<file path="config.mk">
export PLATFORM = sky130hd
export DESIGN_NAME = hazard_ctrl_flat
export DESIGN_NICKNAME = d
export VERILOG_FILES = /design/src/rtl/pipeline_pkg.sv /design/src/rtl/hazard_ctrl_if.sv /design/src/rtl/sat_counter.sv /design/src/rtl/hazard_ctrl.sv /design/src/flat_wrapper.sv
export SDC_FILE = /design/constraint.sdc
export NUM_CORES = 1
export LEC_CHECK = 0
export BUFFER_PORTS_ARGS = -buffer_cell sky130_fd_sc_hd__buf_2
export CAP_MARGIN = 25
export CORE_ASPECT_RATIO = 1.1
export CORE_MARGIN = 2
export CORE_UTILIZATION = 48
export CTS_BUF_LIST = sky130_fd_sc_hd__clkbuf_8
export CTS_CLUSTER_SIZE = 8
export DETAILED_ROUTE_END_ITERATION = 8
export PLACE_DENSITY = 0.89
export SLEW_MARGIN = 20
export SYNTH_ARGS = -nofsm -noshare
export SYNTH_HDL_FRONTEND = slang
export SYNTH_SLANG_ARGS = --single-unit
</file>
<file path="constraint.sdc">
create_clock -name clk -period 2.65 [get_ports clk]
set_clock_uncertainty 0.2 [all_clocks]
set_input_delay 0.1325 -clock clk [delete_from_list [all_inputs] [get_ports clk]]
set_output_delay 0.1325 -clock clk [all_outputs]
set_load 0.01 [all_outputs]
</file>
<file path="src/rtl/pipeline_pkg.sv">
// Shared pipeline definitions: controller state encoding, RV32 major opcodes
// and the canonical NOP used when squashing a stage.
package pipeline_pkg;

    typedef enum logic [1:0] {
        RUN      = 2'd0,
        MEM_WAIT = 2'd1,
        FLUSH    = 2'd2
    } ctrl_state_t;

    localparam logic [6:0] OPC_LOAD   = 7'b0000011;
    localparam logic [6:0] OPC_STORE  = 7'b0100011;
    localparam logic [6:0] OPC_BRANCH = 7'b1100011;
    localparam logic [6:0] OPC_JAL    = 7'b1101111;
    localparam logic [6:0] OPC_JALR   = 7'b1100111;
    localparam logic [6:0] OPC_OP     = 7'b0110011;
    localparam logic [6:0] OPC_OP_IMM = 7'b0010011;
    localparam logic [6:0] OPC_LUI    = 7'b0110111;
    localparam logic [6:0] OPC_AUIPC  = 7'b0010111;
    localparam logic [6:0] OPC_SYSTEM = 7'b1110011;

    // addi x0, x0, 0
    localparam logic [31:0] NOP_INSN = 32'h0000_0013;

    function automatic logic src_hit(input logic uses, input logic [4:0] rs, input logic [4:0] rd);
        return uses && (rs == rd);
    endfunction

endpackage

</file>
<file path="src/rtl/hazard_ctrl_if.sv">
// Pipeline <-> hazard controller bundle: decode/EX/MEM status in, stage controls out.
interface hazard_ctrl_if #(
    parameter logic [8:0] XLEN = 9'd64
);
    logic            id_valid;
    logic [4:0]      id_rs1;
    logic [4:0]      id_rs2;
    logic            id_uses_rs1;
    logic            id_uses_rs2;
    logic [4:0]      ex_rd;
    logic            ex_mem_read;
    logic            redirect_valid;
    logic [XLEN-1:0] redirect_pc;
    logic            dmem_req;
    logic            dmem_ack;

    logic            pc_stall;
    logic            decode_stall;
    logic            decode_flush;
    logic            ex_stall;
    logic            ex_bubble;
    logic            mem_stall;
    logic            pc_redirect;
    logic [XLEN-1:0] pc_target;
    logic            bus_error;
    logic [31:0]     stall_cycles;
    logic [31:0]     flush_events;

    modport master (
        input  id_valid, id_rs1, id_rs2, id_uses_rs1, id_uses_rs2, ex_rd, ex_mem_read,
               redirect_valid, redirect_pc, dmem_req, dmem_ack,
        output pc_stall, decode_stall, decode_flush, ex_stall, ex_bubble, mem_stall,
               pc_redirect, pc_target, bus_error, stall_cycles, flush_events
    );

    modport slave (
        output id_valid, id_rs1, id_rs2, id_uses_rs1, id_uses_rs2, ex_rd, ex_mem_read,
               redirect_valid, redirect_pc, dmem_req, dmem_ack,
        input  pc_stall, decode_stall, decode_flush, ex_stall, ex_bubble, mem_stall,
               pc_redirect, pc_target, bus_error, stall_cycles, flush_events
    );

endinterface

</file>
<file path="src/rtl/sat_counter.sv">
// Up-counter that sticks at all-ones; cleared by the synchronous active-low reset.
module sat_counter #(
    parameter int WIDTH = 32
) (
    input  logic             clk,
    input  logic             resetn,
    input  logic             i_inc,
    output logic [WIDTH-1:0] o_count
);

    logic [WIDTH-1:0] r_count;

    always_ff @(posedge clk) begin
        if (!resetn) begin
            r_count <= '0;
        end else if (i_inc && (r_count != '1)) begin
            r_count <= r_count + WIDTH'(1);
        end
    end

    assign o_count = r_count;

endmodule

</file>
<file path="src/rtl/hazard_ctrl.sv">
// Stall / flush / bubble sequencing for the in-order pipeline.
// state    | meaning
// RUN      | normal issue; resolves mem_busy > redirect > load_use
// MEM_WAIT | data memory outstanding; whole pipe frozen until ack or timeout
// FLUSH    | post-redirect squash of decode/EX for the remaining flush cycles
module hazard_ctrl
    import pipeline_pkg::*;
#(
    parameter logic [8:0]  XLEN         = 9'd64,
    parameter int          FLUSH_CYCLES = 2,
    parameter logic [15:0] MEM_TIMEOUT  = 16'd256
) (
    input  logic          clk,
    input  logic          resetn,
    hazard_ctrl_if.master hz
);

    localparam int FCW = (FLUSH_CYCLES > 1) ? $clog2(FLUSH_CYCLES) : 1;

    ctrl_state_t     r_state, w_state_nxt;
    logic [FCW-1:0]  r_flush_cnt, w_flush_cnt_nxt;
    logic [15:0]     r_wait_cnt, w_wait_cnt_nxt;
    logic            r_bus_error, w_bus_error_nxt;

    logic            w_mem_busy, w_load_use;
    logic            w_pc_stall, w_decode_stall, w_decode_flush;
    logic            w_ex_stall, w_ex_bubble, w_mem_stall;
    logic            w_pc_redirect, w_flush_inc;
    logic [XLEN-1:0] w_pc_target;

    assign w_mem_busy = hz.dmem_req & ~hz.dmem_ack;
    assign w_load_use = hz.id_valid && hz.ex_mem_read && (hz.ex_rd != 5'd0) &&
                        (src_hit(hz.id_uses_rs1, hz.id_rs1, hz.ex_rd) ||
                         src_hit(hz.id_uses_rs2, hz.id_rs2, hz.ex_rd));

    always_ff @(posedge clk) begin
        if (!resetn) begin
            r_state     <= RUN;
            r_flush_cnt <= '0;
            r_wait_cnt  <= '0;
            r_bus_error <= 1'b0;
        end else begin
            r_state     <= w_state_nxt;
            r_flush_cnt <= w_flush_cnt_nxt;
            r_wait_cnt  <= w_wait_cnt_nxt;
            r_bus_error <= w_bus_error_nxt;
        end
    end

    always_comb begin
        w_state_nxt     = r_state;
        w_flush_cnt_nxt = r_flush_cnt;
        w_wait_cnt_nxt  = r_wait_cnt;
        w_bus_error_nxt = r_bus_error;
        w_pc_stall      = 1'b0;
        w_decode_stall  = 1'b0;
        w_decode_flush  = 1'b0;
        w_ex_stall      = 1'b0;
        w_ex_bubble     = 1'b0;
        w_mem_stall     = 1'b0;
        w_pc_redirect   = 1'b0;
        w_flush_inc     = 1'b0;

        if (!resetn) begin
            // keep garbage out of decode/EX while the core is held in reset
            w_decode_flush = 1'b1;
            w_ex_bubble    = 1'b1;
        end else begin
            case (r_state)
                RUN: begin
                    if (w_mem_busy) begin
                        // a coincident redirect stays in frozen EX and is retaken on exit
                        {w_pc_stall, w_decode_stall, w_ex_stall, w_mem_stall} = 4'b1111;
                        w_state_nxt    = MEM_WAIT;
                        w_wait_cnt_nxt = 16'd1;
                    end else if (hz.redirect_valid) begin
                        w_pc_redirect  = 1'b1;
                        w_decode_flush = 1'b1;
                        w_ex_bubble    = 1'b1;
                        w_flush_inc    = 1'b1;
                        if (FLUSH_CYCLES > 1) begin
                            w_state_nxt     = FLUSH;
                            w_flush_cnt_nxt = FCW'(FLUSH_CYCLES - 1);
                        end
                    end else if (w_load_use) begin
                        w_pc_stall     = 1'b1;
                        w_decode_stall = 1'b1;
                        w_ex_bubble    = 1'b1;
                    end
                end
                MEM_WAIT: begin
                    if (hz.dmem_ack) begin
                        w_state_nxt    = RUN;
                        w_wait_cnt_nxt = 16'd0;
                    end else if (r_wait_cnt == (MEM_TIMEOUT - 16'd1)) begin
                        w_bus_error_nxt = 1'b1;
                        w_state_nxt     = RUN;
                        w_wait_cnt_nxt  = 16'd0;
                    end else begin
                        {w_pc_stall, w_decode_stall, w_ex_stall, w_mem_stall} = 4'b1111;
                        w_wait_cnt_nxt = r_wait_cnt + 16'd1;
                    end
                end
                FLUSH: begin
                    w_decode_flush = 1'b1;
                    w_ex_bubble    = 1'b1;
                    if (w_mem_busy) begin
                        {w_pc_stall, w_decode_stall, w_ex_stall, w_mem_stall} = 4'b1111;
                    end else begin
                        w_flush_cnt_nxt = r_flush_cnt - FCW'(1);
                        if (r_flush_cnt == FCW'(1)) begin
                            w_state_nxt = RUN;
                        end
                    end
                end
                default: w_state_nxt = RUN;
            endcase
        end
    end

    assign w_pc_target = w_pc_redirect ? hz.redirect_pc : '0;

    sat_counter #(.WIDTH(32)) u_stall_cnt (
        .clk     (clk),
        .resetn  (resetn),
        .i_inc   (w_pc_stall),
        .o_count (hz.stall_cycles)
    );

    sat_counter #(.WIDTH(32)) u_flush_cnt (
        .clk     (clk),
        .resetn  (resetn),
        .i_inc   (w_flush_inc),
        .o_count (hz.flush_events)
    );

    assign hz.pc_stall     = w_pc_stall;
    assign hz.decode_stall = w_decode_stall;
    assign hz.decode_flush = w_decode_flush;
    assign hz.ex_stall     = w_ex_stall;
    assign hz.ex_bubble    = w_ex_bubble;
    assign hz.mem_stall    = w_mem_stall;
    assign hz.pc_redirect  = w_pc_redirect;
    assign hz.pc_target    = w_pc_target;
    assign hz.bus_error    = r_bus_error;

endmodule

</file>
<file path="src/flat_wrapper.sv">
// flat-port wrapper written by rule: the top's interface ports become plain ports
module hazard_ctrl_flat import pipeline_pkg::*;
#(
    parameter logic [8:0]  XLEN         = 9'd64,
    parameter int          FLUSH_CYCLES = 2,
    parameter logic [15:0] MEM_TIMEOUT  = 16'd256
)
  (clk, resetn, hz_id_valid, hz_id_rs1, hz_id_rs2, hz_id_uses_rs1, hz_id_uses_rs2, hz_ex_rd, hz_ex_mem_read, hz_redirect_valid, hz_redirect_pc, hz_dmem_req, hz_dmem_ack, hz_pc_stall, hz_decode_stall, hz_decode_flush, hz_ex_stall, hz_ex_bubble, hz_mem_stall, hz_pc_redirect, hz_pc_target, hz_bus_error, hz_stall_cycles, hz_flush_events);
  hazard_ctrl_if #(.XLEN(XLEN)) hz_i ();
  input  logic clk;
  input  logic resetn;
  input wire logic [$bits(hz_i.id_valid)-1:0] hz_id_valid;
  input wire logic [$bits(hz_i.id_rs1)-1:0] hz_id_rs1;
  input wire logic [$bits(hz_i.id_rs2)-1:0] hz_id_rs2;
  input wire logic [$bits(hz_i.id_uses_rs1)-1:0] hz_id_uses_rs1;
  input wire logic [$bits(hz_i.id_uses_rs2)-1:0] hz_id_uses_rs2;
  input wire logic [$bits(hz_i.ex_rd)-1:0] hz_ex_rd;
  input wire logic [$bits(hz_i.ex_mem_read)-1:0] hz_ex_mem_read;
  input wire logic [$bits(hz_i.redirect_valid)-1:0] hz_redirect_valid;
  input wire logic [$bits(hz_i.redirect_pc)-1:0] hz_redirect_pc;
  input wire logic [$bits(hz_i.dmem_req)-1:0] hz_dmem_req;
  input wire logic [$bits(hz_i.dmem_ack)-1:0] hz_dmem_ack;
  output wire logic [$bits(hz_i.pc_stall)-1:0] hz_pc_stall;
  output wire logic [$bits(hz_i.decode_stall)-1:0] hz_decode_stall;
  output wire logic [$bits(hz_i.decode_flush)-1:0] hz_decode_flush;
  output wire logic [$bits(hz_i.ex_stall)-1:0] hz_ex_stall;
  output wire logic [$bits(hz_i.ex_bubble)-1:0] hz_ex_bubble;
  output wire logic [$bits(hz_i.mem_stall)-1:0] hz_mem_stall;
  output wire logic [$bits(hz_i.pc_redirect)-1:0] hz_pc_redirect;
  output wire logic [$bits(hz_i.pc_target)-1:0] hz_pc_target;
  output wire logic [$bits(hz_i.bus_error)-1:0] hz_bus_error;
  output wire logic [$bits(hz_i.stall_cycles)-1:0] hz_stall_cycles;
  output wire logic [$bits(hz_i.flush_events)-1:0] hz_flush_events;
  assign hz_i.id_valid = hz_id_valid;
  assign hz_i.id_rs1 = hz_id_rs1;
  assign hz_i.id_rs2 = hz_id_rs2;
  assign hz_i.id_uses_rs1 = hz_id_uses_rs1;
  assign hz_i.id_uses_rs2 = hz_id_uses_rs2;
  assign hz_i.ex_rd = hz_ex_rd;
  assign hz_i.ex_mem_read = hz_ex_mem_read;
  assign hz_i.redirect_valid = hz_redirect_valid;
  assign hz_i.redirect_pc = hz_redirect_pc;
  assign hz_i.dmem_req = hz_dmem_req;
  assign hz_i.dmem_ack = hz_dmem_ack;
  assign hz_pc_stall = hz_i.pc_stall;
  assign hz_decode_stall = hz_i.decode_stall;
  assign hz_decode_flush = hz_i.decode_flush;
  assign hz_ex_stall = hz_i.ex_stall;
  assign hz_ex_bubble = hz_i.ex_bubble;
  assign hz_mem_stall = hz_i.mem_stall;
  assign hz_pc_redirect = hz_i.pc_redirect;
  assign hz_pc_target = hz_i.pc_target;
  assign hz_bus_error = hz_i.bus_error;
  assign hz_stall_cycles = hz_i.stall_cycles;
  assign hz_flush_events = hz_i.flush_events;
  hazard_ctrl #(.XLEN(XLEN), .FLUSH_CYCLES(FLUSH_CYCLES), .MEM_TIMEOUT(MEM_TIMEOUT)) u_core (.clk(clk), .resetn(resetn), .hz(hz_i));
endmodule
</file>
=== Word-level counts from Yosys, hierarchy flattened ===
Index checks and enable logic that the tools add are counted.

* Mux-type cells: 36
* Reductions and logical operators: 17
* Equal/unequal tests: 14
* Bitwise operators: 2
* $add $sub $neg: 4

{| class="wikitable"
|+ Operator list
! kind !! number
|-
| adder 32 x 1 -> 32 bit, second input constant || 2
|-
| 2-to-1 mux 64 bit || 1
|-
| != test 32 bit, second input constant || 2
|-
| 2-to-1 mux 16 bit || 3
|-
| case mux 16 bit (2 select lines) || 1
|-
| 2-to-1 mux 1 bit || 19
|-
| adder 16 x 1 -> 16 bit, second input constant || 1
|-
| equality test 16 x 8 -> 1 bit, second input constant || 1
|-
| 2-to-1 mux 2 bit || 6
|-
| equality test 5 bit || 2
|-
| case mux 1 bit (2 select lines) || 4
|-
| AND reduction 4 bit || 2
|-
| logical AND 1 bit || 7
|-
| != test 2 bit, second input constant || 3
|-
| != test 3 x 2 -> 1 bit, second input constant || 2
|-
| case mux 2 bit (3 select lines) || 1
|-
| nonzero test 5 bit || 1
|-
| != test 2 x 1 -> 1 bit, second input constant || 2
|-
| nonzero test 2 bit || 2
|-
| case mux 1 bit (3 select lines) || 1
|-
| AND reduction 3 bit || 1
|-
| equality test 2 x 1 -> 1 bit, second input constant || 1
|-
| equality test 2 bit, second input constant || 1
|-
| zero test 2 bit || 1
|-
| 6 further kinds || 6
|}

* Bits in registers: 84
* Logic and storage cells: 79
* Output and inout bits: 136

=== Longest topological paths before layout ===
Gate-level depths: netlist of the first run.

* Depth in word-level cells: 10
* Gate-level depth with buffers: 10
* Depth with buffers taken out: 8

=== Cells and area by module ===
Synthesis of the first run repeated with hierarchy kept, for this count alone.

* Cell total of the unflattened synthesis: 616
* Area total of the unflattened synthesis: 5054.8 um^2

{| class="wikitable"
|+ By module, submodules not included
! module !! area each (um^2) !! instances !! cells an instance
|-
| hazard_ctrl || 1715.4 || 1 || 219
|-
| sat_counter at u_core.u_flush_cnt || 1704.1 || 1 || 200
|-
| sat_counter at u_core.u_stall_cnt || 1635.3 || 1 || 197
|}

=== Worst setup path before layout of the first run ===
Ideal clock, no wire load.

* Kind: register to register
* Start point: register u_core.r_wait_cnt[11]
* End point: register u_core.u_stall_cnt.r_count[6], in the netlist u_core.u_stall_cnt.o_count[6]
* Setup slack: 0.265 ns
* Stages on the path, launching flop included: 10
* Setup time: 0.115 ns
* Path buffers: 2
* Data arrival time: 2.070 ns
* Clock period less this slack: 2.385 ns
* Path through: dfxtp_1 > or4_4 > nor4_4 > a2bb2oi_2 > nor3_2 > o21ai_4 > buf_6 > buf_6 > nor4_1 > o21a_1

* Longest elaborated chain between the ends: 6

{| class="wikitable"
|+ RTL lines
! element !! line !! text
|-
| start: declaration || hazard_ctrl.sv:22 || <nowiki>logic [15:0] r_wait_cnt, w_wait_cnt_nxt;</nowiki>
|-
| start signal: assignment || hazard_ctrl.sv:45 || <nowiki>r_wait_cnt <= w_wait_cnt_nxt;</nowiki>
|-
| equality test 16 x 8 -> 1 bit || hazard_ctrl.sv:95 || <nowiki>end else if (r_wait_cnt == (MEM_TIMEOUT - 16'd1)) begin</nowiki>
|-
| 2-to-1 mux 1 bit || hazard_ctrl.sv:95 ||
|-
| 2-to-1 mux 1 bit || hazard_ctrl.sv:92 || <nowiki>if (hz.dmem_ack) begin</nowiki>
|-
| case mux 1 bit (3 select lines) || hazard_ctrl.sv:69 || <nowiki>case (r_state)</nowiki>
|-
| 2-to-1 mux 1 bit || hazard_ctrl.sv:64 || <nowiki>if (!resetn) begin</nowiki>
|-
| logical AND 1 bit || sat_counter.sv:16 || <nowiki>end else if (i_inc && (r_count != '1)) begin</nowiki>
|-
| end signal: assignment || sat_counter.sv:17 || <nowiki>r_count <= r_count + WIDTH'(1);</nowiki>
|-
| end: declaration || sat_counter.sv:11 || <nowiki>logic [WIDTH-1:0] r_count;</nowiki>
|}

No other way between the ends.
A chain may end at the register's enable or synchronous reset.

=== Worst setup path in the final report of the first run ===
* Start point: register u_core.r_wait_cnt[14]
* End point: output hz_decode_stall

* Longest elaborated chain between the ends: 5

{| class="wikitable"
|+ RTL lines
! element !! line !! text
|-
| equality test 16 x 8 -> 1 bit || hazard_ctrl.sv:95 ||
|-
| 2-to-1 mux 1 bit || hazard_ctrl.sv:95 ||
|-
| 2-to-1 mux 1 bit || hazard_ctrl.sv:92 ||
|-
| case mux 1 bit (3 select lines) || hazard_ctrl.sv:69 ||
|-
| 2-to-1 mux 1 bit || hazard_ctrl.sv:64 ||
|-
| end: declaration || flat_wrapper.sv:24 || <nowiki>output wire logic [$bits(hz_i.decode_stall)-1:0] hz_decode_stall;</nowiki>
|}

No other way between the ends.

==> impl_summary.log, run 1 <==
INFO  metric post_layout_instance_area = approximately 0.0061 mm^2
INFO  metric dpl.hpwl = roughly 12,000 um
INFO  metric syn-mean-instance-area = about 8 um^2
INFO  metric setup-violations-final = 0
INFO  metric total_power = 0.00250 W
INFO  metric synth.top_cells.by_area = sky130_fd_sc_hd__dfxtp_1, sky130_fd_sc_hd__and2_1, sky130_fd_sc_hd__xor2_1
INFO  metric detail_route.vias_per_cell = around 5.5
INFO  metric critical_path.n_buffers_inverters = 1
INFO  metric startpoint_type = flip-flop
INFO  metric hold_slack = 0.0301 ns
INFO  metric yosys_register_bits = 84
INFO  metric post-place-cells = slightly below 900
INFO  metric number_of_global_route_vias_before_repair = between 4,000 and 5,000
INFO  metric critical-path-top-delay-family = simple AND/OR/NAND/NOR gates
INFO  metric wl_per_cell = around 17 um
INFO  metric detailroute.via_count = 5,085
INFO  metric die_h = 107 um
INFO  metric critical_path_required = 2.32 ns
INFO  metric die_area = between 0.01 and 0.015 mm^2
INFO  metric grt_start_max_net_pins = 66
INFO  metric antenna_found_initial = 8
INFO  metric powerDensity = 407 mW/mm^2
INFO  metric route.antenna.remaining_nets = 0
INFO  metric clock_latency = between 0.3 and 0.4 ns
INFO  metric drc = 0
INFO  metric cp_data_arrival_time = 2.25 ns
INFO  metric synthesis.yosys.warnings = 0
INFO  metric post-synth-top-count-cell = sky130_fd_sc_hd__dfxtp_1
INFO  metric hp-start = resetn
INFO  metric synth_seq_area_share = 36.2%
INFO  metric vdd_ir_drop_max = around 0.00028 V
INFO  metric layout-drive-gt1-share = roughly 33%
INFO  metric synth_cell_types = 50
INFO  metric critPathMaxStageDelay = roughly 0.54 ns
INFO  metric drv_slew = 0
INFO  metric criticalPathCategory = reg2out
INFO  metric area_growth_from_synthesis_to_final_layout = 32.3%
INFO  metric most_used_dff_post_synth = sky130_fd_sc_hd__dfxtp_1
INFO  metric yosysTopAreaCell = sky130_fd_sc_hd__dfxtp_1
INFO  metric grt_util_all_layers = approximately 28%
INFO  metric tritoncts = built
INFO  metric ios = between 200 and 250
INFO  metric hold_depth = 3
INFO  metric syn-cell-area = between 0.004 and 0.005 mm^2
INFO  metric fin_crit = between 2 and 3 ns
INFO  metric std_cell_rows = 37
INFO  metric synth_edf_count = 0
INFO  metric clk_pin_slew = 0.08 ns
INFO  metric initialDrtViolationCount = around 340
INFO  metric dpl_cell_area = about 0.0058 mm^2
INFO  metric die_x = roughly 98 um
INFO  metric tightest_slew = roughly 0.52 ns
INFO  metric port-buffer-count = 223
INFO  metric power.leakage = around 2.8 nW
INFO  metric gp_congestion = 0.938
INFO  metric worst_path_max_delay_cell = sky130_fd_sc_hd__or4_4
INFO  metric timing.reg2reg.worst_path_depth = 8
INFO  metric root_cell_of_the_clock_tree = sky130_fd_sc_hd__clkbuf_8
INFO  metric yosys.area.top_type_share = 36.2%
INFO  metric grt_first_pass_wirelength = between 20,000 and 25,000 um
INFO  metric grt-ovfl-total = 0
INFO  metric rsz0062_at_grt = yes
INFO  metric drt-total-wl = 15,500 um
INFO  metric cts_inserted_buffers = 9
INFO  metric timing.critical_path.fanout_max = 4
INFO  metric timing.slew.headroom = 65.6%
INFO  metric initial_core_utilization = between 40% and 50%
INFO  metric detailedRoute.firstPassIterationCount = 5
INFO  metric outcome = complete, no violations
INFO  metric clock_sinks = 84
INFO  metric r2r-start = u_core.r_wait_cnt[14]$_SDFFE_PN0P_
INFO  metric final_net_count = 883
INFO  metric drv.max_cap_violation_count = 0
INFO  metric finish.cell_count_without_fillers = a little over 900
INFO  metric worstPathCellList = or4_4 > nor4_4 > a2bb2oi_2 > nor3_4 > or2_4 > buf_2
INFO  metric max_freq = approximately 390 MHz
INFO  metric maximum_clock_path_buffer_count = 2
INFO  metric syn_nets = 663
INFO  metric critical_path_capture_point_type = primary output
INFO  metric hold_crit_path_type = in2reg
INFO  metric final_cycle_utilization_of_the_critical_path = approximately 98%
INFO  metric netlist_instances = ~570
INFO  metric post_synth_most_frequent_cells = sky130_fd_sc_hd__dfxtp_1, sky130_fd_sc_hd__and2_1, sky130_fd_sc_hd__nor2_1, sky130_fd_sc_hd__nand2_1, sky130_fd_sc_hd__a21oi_1
INFO  metric asyncSetResetFlopFracSynth = 0%
INFO  metric h_tree_level_count = 3
INFO  metric timing.final.hold_violations = 0
INFO  metric setup-tns-final = 0 ns
INFO  metric endpoint_worst_hold = u_core.r_state[1]$_SDFFE_PN0P_
INFO  metric critical_path.reg2reg.endpoint = u_core.u_stall_cnt.o_count[14]$_SDFFE_PN0P_
INFO  metric core_area = approximately 0.0094 mm^2
INFO  metric rrSetupSlack = 0.16 ns
-- how the worst max path moves through the flow --
stage	from	to	slack, ns	cells past startpoint
2_1_floorplan	u_core.r_wait_cnt[11]$_SDFFE_PN0P_	u_core.u_stall_cnt.o_count[6]$_SDFFE_PN0P_	0.27	9
3_3_place_gp	u_core.r_wait_cnt[11]$_SDFFE_PN0P_	u_core.u_stall_cnt.o_count[14]$_SDFFE_PN0P_	0.27	8
3_5_place_dp	u_core.r_wait_cnt[11]$_SDFFE_PN0P_	u_core.u_stall_cnt.o_count[14]$_SDFFE_PN0P_	0.22	8
4_1_cts	u_core.r_wait_cnt[11]$_SDFFE_PN0P_	hz_decode_stall	0.001	6
5_1_grt	u_core.r_wait_cnt[14]$_SDFFE_PN0P_	hz_pc_stall	-0.02	6
6_report	u_core.r_wait_cnt[14]$_SDFFE_PN0P_	hz_decode_stall	0.06	6
-- kinds of logic (layout without fill, tap and decap cells) --
kind of cell | count (synthesis) | in the layout | synth area share [%]
adder cells (fa/ha/maj) | 3 | 3 | 0.809
buffers and inverters | 41 | 266 | 4.13
AO/OA/AOI/OAI | 96 | 96 | 12.7
AND/OR/NAND/NOR | 301 | 301 | 37.1
XOR/XNOR | 42 | 42 | 7.93
multiplexers | 5 | 5 | 1.08
flip-flops | 84 | 84 | 36.2
other | 0 | 7 | 0
-- stage by stage --
step	setup slack [ns]	util, %
finish	0.0647	65.3
global route	-0.0198	65.3
CTS	0.00101	64.7
detailed placement	0.224	62.2
global placement	0.271	62.2
floorplan	0.265	-
-- area by class of cell --
| cell class | count | area [um^2] |
|---|---|---|
| Antenna cell | 7 | 17.5 |
| Clock buffer | 9 | 124 |
| Clock inverter | 7 | 68.8 |
| Fill cell | 856 | 3260 |
| Inverter | 10 | 37.5 |
| Multi-Input combinational cell | 447 | 2780 |
| Sequential cell | 84 | 1690 |
| Tap cell | 117 | 146 |
| Timing Repair Buffer | 240 | 1270 |
-- where the power goes --
part / switching [W] / internal (W)
combinational: 0.000169 / 0.000140
sequential: 0.0000160 / 0.00127
clock: 0.000470 / 0.000432
total: 0.000656 / 0.00184
-- sequential cells by signal (all words and copies together) (netlist names) --
register and flops:
u_core.hz.bus_error 1, u_core.r_flush_cnt 1, u_core.r_state 2, u_core.r_wait_cnt 16, u_core.u_flush_cnt.o_count 32, u_core.u_stall_cnt.o_count 32
-- tightest hold or removal path, delay by kind of cell --
kind,cells,cell delay [ns]
AND/OR/NAND/NOR,2,0.25
buffers and inverters,1,0.16
-- layout by cell type (no fill, tap or decap), drive strengths merged, types with 3 or more instances in the layout --
cell type      n
dfxtp         84
nor4           8
inv           11
nand2         37
ha             3
and4          10
nand2b         5
xor2          24
mux2i          5
xnor2         18
and3          19
nor2          45
buf          236
clkinv         4
clkbuf         9
o31a           3
dlygate4sd3    4
nand3         30
o21a           3
a21oi         36
or2            3
nand4         25
o211ai         6
or4            8
and2          71
nor3           8
diode          7
o31ai         11
or3           26
o21ai         30
-- per-layer routing --
layer	GRT usage, %	vias up	share of wire [%]
li1	-	2475	-
met1	32.5	2342	39
met2	48.1	229	49
met3	6.32	39	7.1
met4	16.6	0	4.4
met5	0	-	0
-- repair_timing --
item / 4_1_cts / 5_1_grt
resized for setup: 0 / 7
hold buffers: 4 / 0
setup endpoints to repair: 0 / 66
buffers inserted: 0 / 3
hold endpoints to repair: 9 / 0
No activity file was read; power rests on OpenSTA's default activity.
==> run 2, diff against run 1 <==
--- a/config.mk
+++ b/config.mk
@@ -7,7 +7,6 @@
 export LEC_CHECK = 0
 export BUFFER_PORTS_ARGS = -buffer_cell sky130_fd_sc_hd__buf_2
 export CAP_MARGIN = 25
-export CORE_ASPECT_RATIO = 1.1
 export CORE_MARGIN = 2
 export CORE_UTILIZATION = 48
 export CTS_BUF_LIST = sky130_fd_sc_hd__clkbuf_8
==> run 2 against run 1 <==
Net effect:
- setup slack better by 0.048 ns
- clock-buffer cell count grew 1
- register-to-register slack better by 0.03 ns
- critical endpoint is now hz_pc_stall
- largest power group unchanged
- hold slack gained 0.071 ns
- clock power grew 24%
- critical path type unchanged
- utilization up 1.0 points
- total power up 9.0%
- largest cell class unchanged
- global-route usage grew 0.33 points
- sequential share of layout area decreased by 0.30 points
- cell area grew 0.82%
- sequential power about the same
- flip-flop and latch count is the same
==> impl_summary.log, run 2 (same netlist as run 1, synthesis figures left out) <==
INFO  metric commonest_non_fill_non_tap_cell_in_the_layout = sky130_fd_sc_hd__buf_2 (unchanged)
INFO  metric maximum_clock_path_buffer_count = 2 (unchanged)
INFO  metric clk_pin_slew = 0.09 ns (was 0.08 ns)
INFO  metric initial_core_utilization = 49.7% (was 49.4%)
INFO  metric grt-ovfl-total = 0 (unchanged)
INFO  metric number_of_global_route_vias_before_repair = 4,595 (was 4,632)
INFO  metric gp_congestion = 0.887 (was 0.938)
INFO  metric clock_latency = 0.35 ns (was 0.36 ns)
INFO  metric antenna_found_initial = 3 (was 8)
INFO  metric clock_sinks = 84 (unchanged)
INFO  metric cts_inserted_buffers = 9 (unchanged)
INFO  metric post-route-util = 66.3% (was 65.3%)
INFO  metric post_layout_instance_area = 0.00619 mm^2 (was 0.00614 mm^2)
INFO  metric outcome = complete, no violations (unchanged)
INFO  metric cp_data_arrival_time = 2.20 ns (was 2.25 ns)
INFO  metric tritoncts = built (unchanged)
INFO  metric die_x = 102 um (was 97.7 um)
INFO  metric final_cycle_utilization_of_the_critical_path = 95.7% (was 97.6%)
INFO  metric timing.final.hold_violations = 0 (unchanged)
INFO  metric area_growth_from_synthesis_to_final_layout = 33.3% (was 32.3%)
INFO  metric critPathMaxStageDelay = 0.37 ns (was 0.54 ns)
INFO  metric ios = 224 (unchanged)
INFO  metric power.share.sequential = 47.3% (was 51.5%)
INFO  metric die_h = 102 um (was 107 um)
INFO  metric met1_length = 6260 um (was 6110 um)
INFO  metric hold_slack = 0.101 ns (was 0.0301 ns)
INFO  metric std_cell_rows = 35 (was 37)
INFO  metric grt_util_all_layers = 28.5% (was 28.2%)
INFO  metric p_sw_share = 24.1% (was 26.2%)
INFO  metric vdd_ir_drop_max = 0.000287 V (was 0.000279 V)
INFO  metric worstPathCellList = ha_1 > nand4_1 > nor4_4 > a2bb2oi_2 > nor3_2 > or2_2 > buf_2 (was or4_4 > nor4_4 > a2bb2oi_2 > nor3_4 > or2_4 > buf_2)
INFO  metric h_tree_level_count = 3 (unchanged)
INFO  metric powerDensity = 440 mW/mm^2 (was 407 mW/mm^2)
INFO  metric route.antenna.remaining_nets = 0 (unchanged)
INFO  metric clock_power_share = 41.3% (was 36.1%)
INFO  metric maxUsedRoutingLayer = met5 (was met4)
INFO  metric max_freq = 394 MHz (was 387 MHz)
INFO  metric final_net_count = 885 (was 883)
INFO  metric timing.critical_path.fanout_max = 5 (was 4)
INFO  metric drv_slew = 0 (unchanged)
INFO  metric grt_start_max_net_pins = 63 (was 66)
INFO  metric setup-violations-final = 0 (unchanged)
INFO  metric detailroute.wirelength.met3 = 1070 um (was 1100 um)
INFO  metric die_area = 0.0105 mm^2 (about the same)
INFO  metric tightest_slew = 0.519 ns (was 0.516 ns)
INFO  metric detailedRoute.firstPassIterationCount = 5 (unchanged)
INFO  metric port-buffer-count = 223 (unchanged)
INFO  metric criticalPathCategory = reg2out (unchanged)
INFO  metric startpoint_type = flip-flop (unchanged)
INFO  metric critical_path_required = 2.32 ns (about the same)
INFO  metric worst_path_max_delay_cell = sky130_fd_sc_hd__dfxtp_2 (was sky130_fd_sc_hd__or4_4)
INFO  metric wl_per_cell = 16.7 um (was 16.8 um)
INFO  metric drt-total-wl = 15,500 um (about the same)
INFO  metric fin_crit = 2.54 ns (was 2.59 ns)
INFO  metric grt_first_pass_wirelength = 23,300 um (was 23,400 um)
INFO  metric hold_crit_path_type = in2reg (unchanged)
INFO  metric cell_internal_pwr = 0.00207 W (was 0.00184 W)
INFO  metric layout.cells.most_common_list = sky130_fd_sc_hd__buf_2, sky130_fd_sc_hd__dfxtp_1, sky130_fd_sc_hd__and2_1, sky130_fd_sc_hd__nor2_1, sky130_fd_sc_hd__nand2_1 (unchanged)
INFO  metric detail_route.vias_per_cell = 5.47 (was 5.52)
INFO  metric comb_power_share = 11.4% (was 12.4%)
INFO  metric power_switching = 0.000657 W (was 0.000656 W)
INFO  metric dpl_cell_area = 0.00589 mm^2 (was 0.00584 mm^2)
INFO  metric critical_path_capture_point_type = primary output (unchanged)
INFO  metric timing.slew.headroom = 65.4% (was 65.6%)
INFO  metric root_cell_of_the_clock_tree = sky130_fd_sc_hd__clkbuf_8 (unchanged)
INFO  metric core_area = 0.00933 mm^2 (was 0.00940 mm^2)
INFO  metric met2RoutedLength = 7790 um (was 7590 um)
INFO  metric power.leakage = 2.82 nW (was 2.79 nW)
INFO  metric dpl.hpwl = 11,900 um (about the same)
INFO  metric initialDrtViolationCount = 263 (was 343)
INFO  metric detailroute.via_count = 5,085 (unchanged)
INFO  metric drv.max_cap_violation_count = 0 (unchanged)
INFO  metric layout-drive-gt1-share = 33.5% (was 33.4%)
INFO  metric drc = 0 (unchanged)
run 2: cell count changes in the layout (fill, tap and decap cells not counted), sizes merged:
cell	before	now
diode	7	2
buf	236	239
bufinv	1	3
dlygate4sd3	4	3
clkinv	4	1
clkbuf	9	10
clkinvlp	1	0
run 2: final timing paths:
kind / startpoint / to / slack [ns] / cells after the start
min reg2reg: u_core.r_flush_cnt$_SDFFE_PN0P_ / u_core.r_flush_cnt$_SDFFE_PN0P_ / 0.30 / 1
min: resetn / u_core.u_stall_cnt.o_count[6]$_SDFFE_PN0P_ / 0.10 / 3
max reg2reg: u_core.r_wait_cnt[0]$_SDFFE_PN0P_ / u_core.u_stall_cnt.o_count[30]$_SDFFE_PN0P_ / 0.19 / 9
max: u_core.r_wait_cnt[0]$_SDFFE_PN0P_ / hz_pc_stall / 0.11 / 7
run 2: critical path: cells and delay by family, from the launching register on:
kind,cells,cell delay [ns]
and+or+nand+nor,4,0.96
DFF,1,0.37
adders and majority gates,1,0.20
AOI/OAI and AO/OA,1,0.17
buffers and inverters,1,0.16
run 2: final cells by class:
type                    instances  area (um^2)
inverters                      10         37.5
well taps                     129          161
repair buffers                242         1280
multi-input cells             447         2780
flip-flops and latches         84         1680
diodes                          2         5.00
fillers                       807         3140
clock buffers                  10          138
clock inverters                 5          108
run 2: timing repair:
action / 4_1_cts / 5_1_grt
gates resized for setup: 0 / 1
setup endpoints to repair: 2 / 13
endpoints found under the hold margin: 2 / 0
setup buffers: 1 / 1
hold buffers: 3 / 0
pin swaps: 1 / 1
run 2: power by group through the flow:
stage | logic (W) | registers [W] | clock network [W]
2_1_floorplan | 0.000155 | 0.00131 | 0
3_3_place_gp | 0.000297 | 0.00132 | 0
3_5_place_dp | 0.000300 | 0.00132 | 0
4_1_cts | 0.000307 | 0.00129 | 0.00114
5_1_grt | 0.000336 | 0.00129 | 0.00119
6_report | 0.000311 | 0.00129 | 0.00112
run 2: metrics by stage:
stage               instances  setup slack (ns)  setup TNS (ns)  total power [W]
CTS                       926            0.0558               0          0.00273
global route              929           -0.0120         -0.0213          0.00281
global placement          907             0.270               0          0.00161
detailed placement        907             0.199               0          0.00162
finish                    929             0.113               0          0.00272
floorplan                 572             0.265               0          0.00147
run 2: metal layers:
metal  GRT usage, %  vias to the layer above
li1               -                     2468
met4           8.82                        2
met5              0                        -
met1           35.2                     2373
met3           5.75                       28
met2           50.1                      214
==> run 3, diff against run 2 <==
--- a/config.mk
+++ b/config.mk
@@ -7,13 +7,12 @@
 export LEC_CHECK = 0
 export BUFFER_PORTS_ARGS = -buffer_cell sky130_fd_sc_hd__buf_2
 export CAP_MARGIN = 25
-export CORE_MARGIN = 2
 export CORE_UTILIZATION = 48
 export CTS_BUF_LIST = sky130_fd_sc_hd__clkbuf_8
 export CTS_CLUSTER_SIZE = 8
 export DETAILED_ROUTE_END_ITERATION = 8
 export PLACE_DENSITY = 0.89
-export SLEW_MARGIN = 20
+export SLEW_MARGIN = 15
 export SYNTH_ARGS = -nofsm -noshare
 export SYNTH_HDL_FRONTEND = slang
 export SYNTH_SLANG_ARGS = --single-unit
==> constraint.sdc (replaced) <==
create_clock -name clk -period 2.5 [get_ports clk]
set_clock_uncertainty 0.2 [all_clocks]
set_input_delay 0.125 -clock clk [delete_from_list [all_inputs] [get_ports clk]]
set_output_delay 0.125 -clock clk [all_outputs]
set_load 0.01 [all_outputs]
==> run 3 against run 2 <==
Net effect:
- setup slack got worse by 0.031 ns
- clock power decreased by 15%
- flip-flop and latch count unchanged
==> impl_summary.log, run 3 (same netlist as run 1, synthesis figures left out) <==
INFO  metric final_net_count = 908 (was 885)
INFO  metric detail_route.vias_per_cell = 5.44 (was 5.47)
INFO  metric timing.final.hold_violations = 0 (unchanged)
INFO  metric grt_start_max_net_pins = 63 (unchanged)
INFO  metric finish.cell_count_without_fillers = 953 (was 929)
INFO  metric initial_core_utilization = 50.0% (was 49.7%)
INFO  metric area_growth_from_synthesis_to_final_layout = 36.8% (was 33.3%)
INFO  metric die_area = 0.0101 mm^2 (was 0.0105 mm^2)
INFO  metric port-buffer-count = 223 (unchanged)
INFO  metric ios = 224 (unchanged)
INFO  metric tightest_slew = 0.529 ns (was 0.519 ns)
INFO  metric die_h = 100 um (was 102 um)
INFO  metric grt_first_pass_wirelength = 24,000 um (was 23,300 um)
INFO  metric gp_congestion = 0.914 (was 0.887)
INFO  metric critical_path_capture_point_type = primary output (unchanged)
INFO  metric number_of_global_route_vias_before_repair = 4,782 (was 4,595)
INFO  metric startpoint_type = flip-flop (unchanged)
INFO  metric setup-tns-final = 0 ns (unchanged)
INFO  metric maximum_clock_path_buffer_count = 2 (unchanged)
INFO  metric cts_inserted_buffers = 9 (unchanged)
INFO  metric fill_cells = 797 (was 807)
INFO  metric std_cell_rows = 35 (unchanged)
INFO  metric antenna_found_initial = 3 (unchanged)
INFO  metric fin_crit = 2.42 ns
INFO  metric dpl.hpwl = 12,000 um (was 11,900 um)
INFO  metric outcome = complete, no violations (unchanged)
INFO  metric grt-ovfl-total = 0 (unchanged)
INFO  metric timing.critical_path.fanout_max = 4 (was 5)
INFO  metric powerDensity = 420 mW/mm^2 (was 440 mW/mm^2)
INFO  metric dpl_cell_area = 0.00604 mm^2 (was 0.00589 mm^2)
INFO  metric vdd_ir_drop_max = 0.000296 V (was 0.000287 V)
INFO  metric timing.slew.headroom = 64.7% (was 65.4%)
INFO  metric critPathMaxStageDelay = 0.36 ns (was 0.37 ns)
INFO  metric wl_per_cell = 16.3 um (was 16.7 um)
INFO  metric root_cell_of_the_clock_tree = sky130_fd_sc_hd__clkbuf_8 (unchanged)
INFO  metric power.leakage = 2.94 nW (was 2.82 nW)
INFO  metric critical_path_required = 2.17 ns (was 2.32 ns)
INFO  metric initialDrtViolationCount = 263 (unchanged)
INFO  metric hold_crit_path_type = in2reg (unchanged)
INFO  metric clock_sinks = 84 (unchanged)
INFO  metric core_area = 0.00928 mm^2 (was 0.00933 mm^2)
INFO  metric grt_util_all_layers = 30.8% (was 28.5%)
INFO  metric drv_slew = 0 (unchanged)
INFO  metric post-place-cells = 925 (was 907)
INFO  metric worstPathCellList = ha_2 > nand4_1 > nor4_4 > a2bb2oi_2 > nor3_4 > or2_4 > buf_2 (was ha_1 > nand4_1 > nor4_4 > a2bb2oi_2 > nor3_2 > or2_2 > buf_2)
INFO  metric drt-total-wl = 15,500 um (about the same)
INFO  metric drc = 0 (unchanged)
INFO  metric drv.max_cap_violation_count = 0 (unchanged)
INFO  metric detailedRoute.firstPassIterationCount = 4 (was 5)
INFO  metric route.antenna.remaining_nets = 0 (unchanged)
INFO  metric clock_latency = 0.35 ns (about the same)
INFO  metric commonest_non_fill_non_tap_cell_in_the_layout = sky130_fd_sc_hd__buf_2 (unchanged)
INFO  metric layout-drive-gt1-share = 35.3% (was 33.5%)
INFO  metric criticalPathCategory = reg2out (unchanged)
INFO  metric layout.cells.most_common_list = sky130_fd_sc_hd__buf_2, sky130_fd_sc_hd__dfxtp_1, sky130_fd_sc_hd__and2_1, sky130_fd_sc_hd__nor2_1, sky130_fd_sc_hd__nand2_1 (unchanged)
INFO  metric cp_data_arrival_time = 2.09 ns (was 2.20 ns)
INFO  metric detailroute.via_count = 5,183 (was 5,085)
INFO  metric max_freq = between 400 and 500 MHz
INFO  metric tritoncts = built (unchanged)
INFO  metric final_cycle_utilization_of_the_critical_path = 96.7%
INFO  metric setup-violations-final = 0 (unchanged)
INFO  metric post_layout_instance_area = 0.00635 mm^2 (was 0.00619 mm^2)
INFO  metric worst_path_max_delay_cell = sky130_fd_sc_hd__dfxtp_2 (unchanged)
INFO  metric clk_pin_slew = 0.08 ns (was 0.09 ns)
INFO  metric total_power = 0.00267 W (was 0.00272 W)
INFO  metric die_x = 100 um (was 102 um)
INFO  metric h_tree_level_count = 3 (unchanged)
INFO  metric post-route-util = 68.4% (was 66.3%)
-- run 3: changes by cell type in the layout (fill, tap and decap cells not counted), sizes merged --
cell / delta
buf: +22
bufinv: -2
clkbuf: -1
clkinv: +1
clkinvlp: +1
dlygate4sd3: +1
inv: +2
-- run 3: cell type report --
type / count / area [um^2] / share of cell area (%)
clock inverters: 7 / 67.6 / 1.06
diodes: 2 / 5.00 / 0.0788
repair buffers: 265 / 1470 / 23.2
inverters: 10 / 37.5 / 0.591
well taps: 129 / 161 / 2.54
clock buffers: 9 / 124 / 1.95
multi-input cells: 447 / 2800 / 44.0
flip-flops and latches: 84 / 1680 / 26.5
-- run 3: what timing repair did --
action | 4_1_cts | 5_1_grt
setup buffers | 2 | 4
setup endpoints to repair | 13 | 32
gates resized for setup | 4 | 5
hold endpoints to repair | 8 | 0
pin swaps | 2 | 0
hold buffers | 4 | 0
-- run 3: power breakdown --
group / switching (W) / total, W / internal, W
sequential: 0.0000126 / 0.00136 / 0.00135
clock: 0.000494 / 0.000952 / 0.000459
combinational: 0.000192 / 0.000355 / 0.000163
total: 0.000699 / 0.00267 / 0.00197
-- run 3: worst max-delay path, delay by kind of cell, from the launching register on --
| kind | cells | cell delay (ns) |
|---|---|---|
| AND/OR/NAND/NOR | 4 | 0.85 |
| buffers and inverters | 1 | 0.14 |
| flip-flops | 1 | 0.36 |
| adder cells (fa/ha/maj) | 1 | 0.20 |
| AO/OA/AOI/OAI | 1 | 0.20 |
-- run 3: through the flow --
| stage | setup slack [ns] | hold slack (ns) |
|---|---|---|
| CTS | 0.00138 | 0.0455 |
| detailed placement | -0.00608 | 0.250 |
| floorplan | 0.115 | 0.0833 |
| global placement | 0.0971 | 0.241 |
| global route | -0.0356 | 0.0731 |
| finish | 0.0813 | 0.0676 |
-- run 3: final timing paths --
| check | startpoint | endpoint | slack (ns) | cells past startpoint |
|---|---|---|---|---|
| max | u_core.r_wait_cnt[1]$_SDFFE_PN0P_ | hz_decode_stall | 0.08 | 7 |
| min reg2reg | u_core.u_flush_cnt.o_count[5]$_SDFFE_PN0P_ | u_core.u_flush_cnt.o_count[5]$_SDFFE_PN0P_ | 0.29 | 1 |
| min | hz_dmem_req | u_core.r_state[1]$_SDFFE_PN0P_ | 0.07 | 4 |
| max reg2reg | u_core.r_wait_cnt[1]$_SDFFE_PN0P_ | u_core.u_stall_cnt.o_count[28]$_SDFFE_PN0P_ | 0.13 | 9 |
-- run 3: layer usage --
layer	up-vias	wire, um	GRT usage, %
met2	180	7540	51.7
met5	-	29	0
met4	4	675	16.9
li1	2529	-	-
met1	2433	6270	36.3
met3	37	1000	6.96
